## src/rtl/dmem_access_ctrl.sv

```systemverilog
// dmem_access_ctrl: two-port round-robin access controller for a byte-wide,
// synchronous-read data memory. Each byte/half/word request is split into
// big-endian byte beats; loads return sign- or zero-extended data with a
// one-cycle acknowledge.
// Optional feature macro: DMEM_ACCESS_CTRL_ALIGN_CHECK_EN (when defined,
// misaligned half/word requests are rejected with err instead of executed).
module dmem_access_ctrl #(
    parameter int ADDR_W = 8
) (
    input  logic              clk,
    input  logic              rst,
    input  logic              req0,
    input  logic              req1,
    input  logic [31:0]       addr0,
    input  logic [31:0]       addr1,
    input  logic [31:0]       wdata0,
    input  logic [31:0]       wdata1,
    input  logic              we0,
    input  logic              we1,
    input  logic [1:0]        size0,
    input  logic [1:0]        size1,
    input  logic              sgn0,
    input  logic              sgn1,
    output logic              ack0,
    output logic              ack1,
    output logic [31:0]       rdata,
    output logic              err,
    output logic              busy,
    output logic              mem_en,
    output logic              mem_we,
    output logic [ADDR_W-1:0] mem_addr,
    output logic [7:0]        mem_wdata,
    input  logic [7:0]        mem_rdata
);

    typedef enum logic [1:0] {
        S_IDLE = 2'd0,
        S_XFER = 2'd1,
        S_WAIT = 2'd2,
        S_RESP = 2'd3
    } state_t;

    state_t              r_state;
    logic                r_last;      // port granted most recently
    logic                r_port;      // port owning the current access
    logic                r_we;
    logic [1:0]          r_size;
    logic                r_sgn;
    logic [1:0]          r_beat;      // index of the beat currently on the bus
    logic [31:0]         r_wsh;       // remaining store bytes, next byte in [31:24]
    logic [31:0]         r_acc;       // load byte accumulator
    logic                r_ack0;
    logic                r_ack1;
    logic [31:0]         r_rdata;
    logic                r_err;
    logic                r_busy;
    logic                r_mem_en;
    logic                r_mem_we;
    logic [ADDR_W-1:0]   r_mem_addr;
    logic [7:0]          r_mem_wdata;

    logic        w_port;
    logic [31:0] w_addr;
    logic [31:0] w_wdata;
    logic        w_we;
    logic [1:0]  w_size;
    logic        w_sgn;
    logic        w_misalign;
    logic        w_bad;
    logic [31:0] w_wsh;
    logic [31:0] w_acc_sh;
    logic [31:0] w_ext;
    logic [1:0]  w_last_idx;
    logic        w_unused_bits;

    // On a tie the port that did not win last time is granted.
    assign w_port  = (req0 && req1) ? ~r_last : req1;
    assign w_addr  = w_port ? addr1  : addr0;
    assign w_wdata = w_port ? wdata1 : wdata0;
    assign w_we    = w_port ? we1    : we0;
    assign w_size  = w_port ? size1  : size0;
    assign w_sgn   = w_port ? sgn1   : sgn0;

`ifdef DMEM_ACCESS_CTRL_ALIGN_CHECK_EN
    assign w_misalign = ((w_size == 2'b01) && w_addr[0]) ||
                        ((w_size == 2'b10) && (w_addr[1:0] != 2'b00));
`else
    assign w_misalign = 1'b0;
`endif

    assign w_bad      = (w_size == 2'b11) || w_misalign;
    assign w_last_idx = {r_size[1], r_size[1] | r_size[0]};   // N-1 for 1/2/4 beats
    assign w_acc_sh   = {r_acc[23:0], mem_rdata};

    // Only the low ADDR_W address bits select a byte; the rest are ignored.
    assign w_unused_bits = ^{addr0[31:ADDR_W], addr1[31:ADDR_W]};

    // Left-justify store data so beats can be taken MSB first from [31:24].
    always_comb begin
        w_wsh = w_wdata;
        case (w_size)
            2'b00:   w_wsh = {w_wdata[7:0], 24'h0};
            2'b01:   w_wsh = {w_wdata[15:0], 16'h0};
            default: w_wsh = w_wdata;
        endcase
    end

    // Extend the completed accumulator (including the final byte) to 32 bits.
    always_comb begin
        w_ext = w_acc_sh;
        case (r_size)
            2'b00:   w_ext = {{24{r_sgn & w_acc_sh[7]}}, w_acc_sh[7:0]};
            2'b01:   w_ext = {{16{r_sgn & w_acc_sh[15]}}, w_acc_sh[15:0]};
            default: w_ext = w_acc_sh;
        endcase
    end

    // Arbitration, beat sequencing and registered response outputs.
    always_ff @(posedge clk) begin
        if (!rst) begin
            r_state     <= S_IDLE;
            r_last      <= 1'b1;
            r_port      <= 1'b0;
            r_we        <= 1'b0;
            r_size      <= 2'b00;
            r_sgn       <= 1'b0;
            r_beat      <= 2'b00;
            r_wsh       <= 32'h0;
            r_acc       <= 32'h0;
            r_ack0      <= 1'b0;
            r_ack1      <= 1'b0;
            r_rdata     <= 32'h0;
            r_err       <= 1'b0;
            r_busy      <= 1'b0;
            r_mem_en    <= 1'b0;
            r_mem_we    <= 1'b0;
            r_mem_addr  <= '0;
            r_mem_wdata <= 8'h0;
        end else begin
            case (r_state)
                S_IDLE: begin
                    if (req0 || req1) begin
                        r_port <= w_port;
                        r_last <= w_port;
                        r_we   <= w_we;
                        r_size <= w_size;
                        r_sgn  <= w_sgn;
                        r_beat <= 2'b00;
                        r_acc  <= 32'h0;
                        r_busy <= 1'b1;
                        if (w_bad) begin
                            r_state <= S_RESP;
                            r_err   <= 1'b1;
                            r_rdata <= 32'h0;
                            r_ack0  <= ~w_port;
                            r_ack1  <= w_port;
                        end else begin
                            r_state     <= S_XFER;
                            r_mem_en    <= 1'b1;
                            r_mem_we    <= w_we;
                            r_mem_addr  <= w_addr[ADDR_W-1:0];
                            r_mem_wdata <= w_we ? w_wsh[31:24] : 8'h0;
                            r_wsh       <= {w_wsh[23:0], 8'h0};
                        end
                    end
                end
                S_XFER: begin
                    // Read data of the previous beat arrives this cycle.
                    if (r_beat != 2'b00) begin
                        r_acc <= w_acc_sh;
                    end
                    if (r_beat == w_last_idx) begin
                        r_mem_en    <= 1'b0;
                        r_mem_we    <= 1'b0;
                        r_mem_addr  <= '0;
                        r_mem_wdata <= 8'h0;
                        if (r_we) begin
                            r_state <= S_RESP;
                            r_rdata <= 32'h0;
                            r_ack0  <= ~r_port;
                            r_ack1  <= r_port;
                        end else begin
                            r_state <= S_WAIT;
                        end
                    end else begin
                        r_beat      <= r_beat + 2'd1;
                        r_mem_addr  <= r_mem_addr + ADDR_W'(1);
                        r_mem_wdata <= r_we ? r_wsh[31:24] : 8'h0;
                        r_wsh       <= {r_wsh[23:0], 8'h0};
                    end
                end
                S_WAIT: begin
                    r_acc   <= w_acc_sh;
                    r_rdata <= w_ext;
                    r_state <= S_RESP;
                    r_ack0  <= ~r_port;
                    r_ack1  <= r_port;
                end
                default: begin
                    r_state <= S_IDLE;
                    r_ack0  <= 1'b0;
                    r_ack1  <= 1'b0;
                    r_rdata <= 32'h0;
                    r_err   <= 1'b0;
                    r_busy  <= 1'b0;
                end
            endcase
        end
    end

    assign ack0      = r_ack0;
    assign ack1      = r_ack1;
    assign rdata     = r_rdata;
    assign err       = r_err;
    assign busy      = r_busy;
    assign mem_en    = r_mem_en;
    assign mem_we    = r_mem_we;
    assign mem_addr  = r_mem_addr;
    assign mem_wdata = r_mem_wdata;

endmodule

```

## config.mk

```make
export PLATFORM = sky130hd
export DESIGN_NAME = dmem_access_ctrl
export DESIGN_NICKNAME = d
export VERILOG_FILES = /design/src/rtl/dmem_access_ctrl.sv
export SDC_FILE = /design/constraint.sdc
export NUM_CORES = 1
export LEC_CHECK = 0
export BUFFER_PORTS_ARGS = -buffer_cell sky130_fd_sc_hd__buf_4
export CAP_MARGIN = 20
export CORE_MARGIN = 2
export CORE_UTILIZATION = 40
export CTS_CLUSTER_DIAMETER = 50
export DETAILED_ROUTE_END_ITERATION = 8
export HOLD_SLACK_MARGIN = 0.15
export PLACE_DENSITY = 0.65
export SETUP_SLACK_MARGIN = 0.15
export SYNTH_ARGS = -nofsm -noshare
export SYNTH_HDL_FRONTEND = slang
export SYNTH_SLANG_ARGS = --single-unit
```

## constraint.sdc

```tcl
create_clock -name clk -period 3 [get_ports clk]
set_clock_uncertainty 0.2 [all_clocks]
set_input_delay 0.3 -clock clk [delete_from_list [all_inputs] [get_ports clk]]
set_output_delay 0.3 -clock clk [all_outputs]
set_load 0.05 [all_outputs]
```

After elaboration in Yosys (flattened, before gate mapping)
Cells that the tools add are included.
Operators by class
  reductions and logical operators: 19
  bitwise operators: 7
  eq/ne operators: 13
  muxes and demuxes: 60
  add/subtract/negate cells: 2
Operators by type and width (number)
  32-bit two-way mux: 8
  32-bit one-hot mux with 2 select lines: 3
  32-bit one-hot mux with 3 select lines: 1
  8-bit two-way mux: 9
  24-bit one-hot mux with 3 select lines: 1
  24-bit two-way mux: 2
  8-bit one-hot mux with 2 select lines: 2
  1-bit two-way mux: 20
  2-bit inequality test, second input constant: 7
  2-bit two-way mux: 6
  3-bit AND reduction: 4
  4-bit AND reduction: 3
  8-bit by 1-bit adder with 8-bit output, second input constant: 1
  1-bit one-hot mux with 2 select lines: 4
  2-bit by 1-bit == test with 1-bit output, second input constant: 3
  2-bit logical NOT: 3
  1-bit one-hot mux with 3 select lines: 2
  2-bit one-hot mux with 3 select lines: 1
  2-bit AND reduction: 3
  2-bit == test, second input constant: 2
  1-bit NOT: 4
  2-bit one-hot mux with 2 select lines: 1
  2-bit nonzero test: 2
  3-bit nonzero test: 1
  7 further kinds: 8
Word-level totals
  output and inout bits: 54
  register bits: 120
  bits of input ports: 148

Logic depth before layout (Yosys ltp)
Gate-level depths: netlist of the first run.
  depth after elaboration: 9
  depth in mapped cells: 9
  depth with buffers taken out: 6

Worst setup path before layout of the first run
Ideal clock, no wire load.
  kind: reg-to-reg
  from: register r_state[0]
  to: register r_wsh[16]
  path buffers: 2
  clock period less this slack: 2.138 ns
  data arrival time: 1.817 ns
  setup slack: 0.862 ns
  stages on the path, launching flop included: 9
  setup time: 0.122 ns
  cell sequence: dfxtp_1 -> inv_1 -> ha_1 -> and3_1 -> mux2_4 -> or3_1 -> buf_6 -> buf_8 -> mux2i_1
Between the ends
  word-level cells in the longest chain between the ends: 3
  elaborated cells on any way between the ends: 8
  classes of those cells: eq/ne: 4; mux: 1; reduce/logical: 3
RTL lines
  start, declared: RTL line 43  | state_t r_state;
  start signal, assigned: RTL line 121  | r_state <= S_IDLE;
  start signal, assigned: RTL line 152  | r_state <= S_RESP;
  start signal, assigned: RTL line 158  | r_state <= S_XFER;
  2-bit by 1-bit == test with 1-bit output or 2-bit logical NOT (tied branches): RTL line 140  | case (r_state)
  2-bit inequality test (no line) or 2-bit nonzero test (tied branches)
  4-bit AND reduction (no line)
  end signal, assigned: RTL line 163  | r_wsh <= {w_wsh[23:0], 8'h0};
  end signal, assigned: RTL line 189  | r_wsh <= {r_wsh[23:0], 8'h0};
  end, declared: RTL line 50  | logic [31:0] r_wsh;
Parallel ways exist; a longest one is shown, timed or not.
A chain may end at the register's enable or synchronous reset.

Worst setup path after layout of the first run
  from: register r_state[1]
  to: register r_wsh[24]
Same word-level chain as after synthesis.

==> flow_summary_export.csv, run 1 <==
group,metric,value,unit
routing,drtPass1Iterations,5,
cells_and_area,antenna_cells,0,
flow_run,drv.max_cap_violation_count,0,
critical_path,crit_type,"reg2reg",
yosys,synth_edf_count,0,
floorplan,die_h,131.1,µm
yosys,synth-async-reset-ratio,0,
yosys,avgSynthCellArea,8.312,µm²
power,powerDensity,858.6,nW/µm²
clock_tree,clock_path_buffers,2,
cells_and_area,utilization,0.5155,
cells_and_area,fin_cells,1117,
timing,hold_viol_final,0,
floorplan,std_cell_rows,46,
placed_design,dp.cells,1086,
power,p_leak,3.394,nW
cells_and_area,nFillCells,1563,
cells_and_area,areaGrowthSynthToFinish,26.33,%
power,power.total,7.005,mW
timing,tightest_slew,853.4,ps
floorplan,start_util,0.4081,
clock_tree,cts_made_buffers,9,
timing,slew-limit-headroom,0.4289,
routing,drc_errors,0,
clock_tree,clk_pin_slew,80,ps
critical_path,cp.required,3030,ps
critical_path,critical_path.max_stage_delay,480,ps
critical_path,cp-start-kind,"register",
power,vdd.ir_drop.worst,0.4632,mV
routing,vias_per_cell,5.662,
timing,post-route-worst-setup-slack,289.5,ps
clock_tree,cts_tree,"done",
routing,wl_per_cell,18.04,µm
placed_design,port_buffers,153,
global_routing,grt_overflow_total,0,
critical_path,critPathSlowestCell,"nor4b_1",
yosys,ys_seq_area_frac,0.3472,
critical_path,cp.arrival,2740,ps
cells_and_area,final_cell_mix,"buf_4, nand2_1, dfxtp_1",
clock_tree,root_buffer,"clkbuf_16",
routing,ant_nets,0,
global_routing,grt_pass1_vias,5906,
global_routing,antenna_found_initial,0,
yosys,synth.area.top_cells,"dfxtp_1, mux2i_1, nand2_1",
clock_tree,cts-htree-levels,3,
cells_and_area,drive_gt1_frac,0.2364,
clock_tree,cts.sinks,112,
yosys,synth_top_area_frac,0.3472,
timing,min_period,2711,ps
hold_path,hp-class,"in2reg",
critical_path,cp_top_family,"simple AND/OR/NAND/NOR gates",
critical_path,cp_cell_sequence,"inv_1 > ha_2 > buf_12 > or3b_1 > nor3b_1 > nor4b_1 > buf_4 > o21ai_1",
yosys,synth_nets,931,
placed_design,dp_slack,241.2,ps
yosys,synth.distinct_cells,59,
floorplan,die_area,17180,µm²
yosys,yosys.area.top_type,"dfxtp_1",
timing,min_period_over_period,0.9035,
timing,max_freq,368.9,MHz
global_routing,grt_usage,0.2337,
cells_and_area,nets,1050,
floorplan,ios,202,
routing,routed_wl,20150,µm
timing,rsz0062_at_grt,"false",
critical_path,cp-end-kind,"register",
yosys,ys_ff_latch,112,
critical_path,crit_fanout,51,
yosys,synth_top_flop_cell,"dfxtp_1",
placed_design,hpwl,13800,µm
timing,finalMaxSlewViolations,0,
global_routing,grt_max_degree,58,
global_routing,grt_pass1_wl,31640,µm
placed_design,gp_congestion,0.9169,
routing,drtIter0Drc,543,
routing,vias,6325,
floorplan,design.core.area,15830,µm²
timing,finalSetupTns,0,ps
floorplan,fp.dieW,131.1,µm
outcome,outcome,"completed",
timing,finalSetupViolations,0,
critical_path,cp_num_buf_inv,3,
clock_tree,clk_latency,360,ps
cells_and_area,layout_commonest_cell,"buf_4",
yosys,syn-instance-count,777,
yosys,syn_area,6459,µm²
yosys,yosys_warnings,0,
[report_power, final]
group          internal [mW]  switching [mW]  total (mW)
Combinational           1.38            2.38        3.75
Sequential              1.80           0.266        2.06
Clock                  0.586           0.605        1.19
[worst register-to-register path: cells and delay by family, from the launching register on]
| kind | cells | cell delay, ps |
|---|---|---|
| buffers and inverters | 3 | 580 |
| adder cells (fa/ha/maj) | 1 | 470 |
| AO/OA/AOI/OAI | 1 | 50 |
| flip-flops | 1 | 340 |
| AND/OR/NAND/NOR | 3 | 960 |
[routing by layer]
layer	GRT usage	up-vias	part of all wire
met5	0	-	0
met3	0.04302	28	0.067
met1	0.3179	2945	0.45
met2	0.3740	257	0.46
li1	-	3095	-
met4	0.07947	0	0.021
[cell usage after synthesis (2+ instances only)]
| cell | n |
|---|---|
| a211o_1 | 2 |
| a211oi_1 | 8 |
| a21oi_1 | 41 |
| a311oi_1 | 10 |
| a31oi_1 | 2 |
| a32o_1 | 10 |
| and2_1 | 2 |
| and3_1 | 13 |
| buf_1 | 5 |
| buf_2 | 18 |
| buf_4 | 2 |
| buf_6 | 5 |
| clkbuf_1 | 49 |
| dfxtp_1 | 112 |
| ha_1 | 6 |
| inv_1 | 17 |
| mux2_2 | 10 |
| mux2i_1 | 84 |
| nand2_1 | 121 |
| nand2b_1 | 2 |
| nand3_1 | 46 |
| nand3b_1 | 16 |
| nand4_1 | 26 |
| nor2_1 | 14 |
| nor2b_1 | 3 |
| nor3_1 | 17 |
| nor3b_1 | 10 |
| nor4b_1 | 16 |
| nor4bb_1 | 8 |
| o2111ai_1 | 18 |
| o211a_1 | 2 |
| o21ai_0 | 24 |
| o21ai_1 | 9 |
| o22ai_1 | 7 |
| o311ai_0 | 8 |
| o32a_1 | 4 |
| or2_1 | 2 |
| or2_2 | 3 |
| or3_1 | 2 |
| or3b_1 | 4 |
[flip-flops by register name, summed over array words and instances (netlist names), 2 cells and up]
| signal | cells |
|---|---|
| r_beat | 2 |
| r_state | 2 |
| r_size | 2 |
| r_wsh | 24 |
| r_acc | 24 |
| mem_addr | 8 |
| rdata | 32 |
| mem_wdata | 8 |
[area by class of cell]
class | instances | area (µm²) | share of cell area
Multi-Input combinational cell | 566 | 3797 | 0.4654
Sequential cell | 112 | 2242 | 0.2748
Timing Repair Buffer | 189 | 1491 | 0.1828
Tap cell | 216 | 270.3 | 0.03312
Clock buffer | 10 | 229.0 | 0.02806
Inverter | 18 | 67.56 | 0.008281
Clock inverter | 6 | 61.31 | 0.007514
[path summary, 6_finish.rpt]
check              from     endpoint  slack [ps]  cells after the start
max          r_state[1]    r_wsh[24]         290                      8
min            addr1[2]  mem_addr[2]         170                      4
max reg2reg  r_state[1]    r_wsh[24]         290                      8
min reg2reg   r_acc[23]    r_acc[23]         260                      2
[stage by stage]
step                      area (µm²)  hold WS, ps
after floorplan                 6459        231.9
after global placement          7716        244.8
after detailed placement        7716        249.8
after CTS                       8147        161.5
after global routing            8159        178.4
final                           8159        165.3
[cells by family (layout without fill, tap and decap cells)]
kind of cell / Yosys count / after routing / synth area share
AND/OR/NAND/NOR: 308 / 308 / 0.2522
AO/OA/AOI/OAI: 155 / 155 / 0.1664
flip-flops: 112 / 112 / 0.3472
buffers and inverters: 99 / 223 / 0.06993
multiplexers: 95 / 95 / 0.1499
adder cells (fa/ha/maj): 6 / 6 / 0.01162
XOR/XNOR: 2 / 2 / 0.002713
[repair_timing]
action | CTS | global route
setup endpoints to repair | 0 | 34
hold endpoints to repair | 23 | 0
resized for setup | 0 | 2
setup buffers | 0 | 0
hold buffers | 14 | 0
Note: power is estimated with default switching activity, not from simulation.
==> run 2: changes to the inputs <==
--- a/config.mk
+++ b/config.mk
@@ -9,6 +9,7 @@
 export CAP_MARGIN = 20
 export CORE_MARGIN = 2
 export CORE_UTILIZATION = 40
+export CTS_BUF_LIST = sky130_fd_sc_hd__clkbuf_16
 export CTS_CLUSTER_DIAMETER = 50
 export DETAILED_ROUTE_END_ITERATION = 8
 export HOLD_SLACK_MARGIN = 0.15
==> run 2 against run 1 <==
Worst setup slack is the same. Total power is essentially flat. Sequential power hardly changed. Maximum frequency unchanged. Non-clock buffer count unchanged. Critical path depth unchanged. Cell count stayed put. Critical path type unchanged. Combinational power hardly changed. Global-route usage unchanged. Clock power about the same. Register-to-register slack about the same. Highest routed layer unchanged. Largest cell class unchanged.
==> flow_summary_export.csv, run 2 (same netlist as run 1, synthesis figures left out) <==
group,metric,value,unit
cells_and_area,multi_input_area,3797,µm²
floorplan,ios,202,
cells_and_area,layout_commonest_cell,"buf_4",
critical_path,startpoint,"r_state[1]",
floorplan,design.core.area,15830,µm²
outcome,outcome,"completed",
clock_tree,clk_latency,360,ps
critical_path,crit_fanout,51,
timing,finalSetupTns,0,ps
timing,slew-limit-headroom,0.4289,
timing,max_freq,368.9,MHz
floorplan,std_cell_rows,46,
cells_and_area,largest_reg_flops,32,
clock_tree,cts_made_buffers,9,
cells_and_area,drive_gt1_frac,0.2364,
placed_design,port_buffers,153,
cells_and_area,final_cell_mix,"buf_4, nand2_1, dfxtp_1",
critical_path,cp-end-kind,"register",
cells_and_area,seq_area,2242,µm²
critical_path,cp.required,3030,ps
cells_and_area,areaGrowthSynthToFinish,26.33,%
timing,hold_viol_final,0,
clock_tree,root_buffer,"clkbuf_16",
global_routing,grt_pass1_vias,5906,
power,p_leak,3.398,nW
critical_path,cp-start-kind,"register",
power,vdd.ir_drop.worst,0.4632,mV
floorplan,start_util,0.4081,
clock_tree,clock_path_buffers,2,
placed_design,gp_congestion,0.9169,
routing,drtIter0Drc,543,
timing,rsz0062_at_grt,"false",
hold_path,min_from,"addr1[2]",
cells_and_area,antenna_cells,0,
cells_and_area,nets,1050,
routing,drtPass1Iterations,5,
routing,vias,6325,
floorplan,fp.dieW,131.1,µm
critical_path,crit_type,"reg2reg",
critical_path,crit-reg2reg-launch,"r_state[1]",
clock_tree,clk_pin_slew,80,ps
routing,drc_errors,0,
hold_path,hp-class,"in2reg",
floorplan,die_h,131.1,µm
flow_run,drv.max_cap_violation_count,0,
routing,vias_per_cell,5.662,
global_routing,grt_pass1_wl,31640,µm
routing,wl_per_cell,18.04,µm
global_routing,grt_usage,0.2337,
power,powerDensity,858.1,nW/µm²
power,power.total,7.002,mW
placed_design,hpwl,13800,µm
global_routing,grt_max_degree,58,
global_routing,antenna_found_initial,0,
cells_and_area,nFillCells,1563,
clock_tree,cts.sinks,112,
timing,min_period_over_period,0.9035,
routing,ant_nets,0,
critical_path,cp.arrival,2740,ps
timing,tightest_slew,853.4,ps
timing,min_period,2711,ps
cells_and_area,design_area,8159,µm²
floorplan,die_area,17180,µm²
critical_path,rrSetupSlack,290,ps
timing,finalMaxSlewViolations,0,
clock_tree,cts-htree-levels,3,
clock_tree,cts_tree,"done",
global_routing,grt_overflow_total,0,
timing,finalSetupViolations,0,
routing,routed_wl,20150,µm
placed_design,place_area,7716,µm²
## run 2: cell count changes in the layout (fill, tap and decap cells not counted)
cell	previous run	this run
clkbuf_1	1	0
inv_1	17	18
## run 2: where the power goes
group	switching, mW	internal, mW
Combinational	2.38	1.38
Sequential	0.266	1.80
Clock	0.605	0.583
Total	3.25	3.75
## run 2: final timing paths
check | to | cells after the start
worst max-delay path | r_wsh[24] | 8
worst min-delay path | mem_addr[2] | 4
worst max register to register | r_wsh[24] | 8
worst min register to register | r_acc[23] | 2
## run 2: per-stage QoR
step | worst slack [ps] | util | std cells | hold WS, ps
final | 289.5 | 0.5155 | 1117 | 165.3
after global routing | 153.2 | 0.5155 | 1117 | 178.4
after CTS | 238.6 | 0.5147 | 1116 | 161.5
after detailed placement | 241.2 | 0.4875 | 1086 | 249.8
after global placement | 317.3 | 0.4875 | 1086 | 244.8
after floorplan | 861.7 | - | 777 | 231.9
## run 2: timing repair
item                                   CTS  global route
setup endpoints to repair                0            34
buffers inserted                         0             0
endpoints found under the hold margin   23             0
resized for setup                        0             2
hold buffers                            14             0
## run 2: final cells by class
type                            instances  area share
Inverter                               18    0.008281
Clock inverter                          7    0.007974
Multi-Input combinational cell        566      0.4654
Sequential cell                       112      0.2748
Clock buffer                            9     0.02760
Timing Repair Buffer                  189      0.1828
Tap cell                              216     0.03312
## run 2: worst max-delay path: stages, from the launching register on
cell     delay [ps]
dfxtp_1         340
inv_1            90
ha_2            470
buf_12          280
or3b_1          370
nor3b_1          90
nor4b_1         480
buf_4           200
o21ai_1          50
## run 2: layer usage
| metal | part of all wire | global-route usage | up-vias |
|---|---|---|---|
| met5 | 0 | 0 | - |
| met4 | 0.021 | 0.07947 | 0 |
| met3 | 0.067 | 0.04302 | 28 |
| met2 | 0.46 | 0.3740 | 257 |
| met1 | 0.45 | 0.3179 | 2945 |
| li1 | - | - | 3095 |
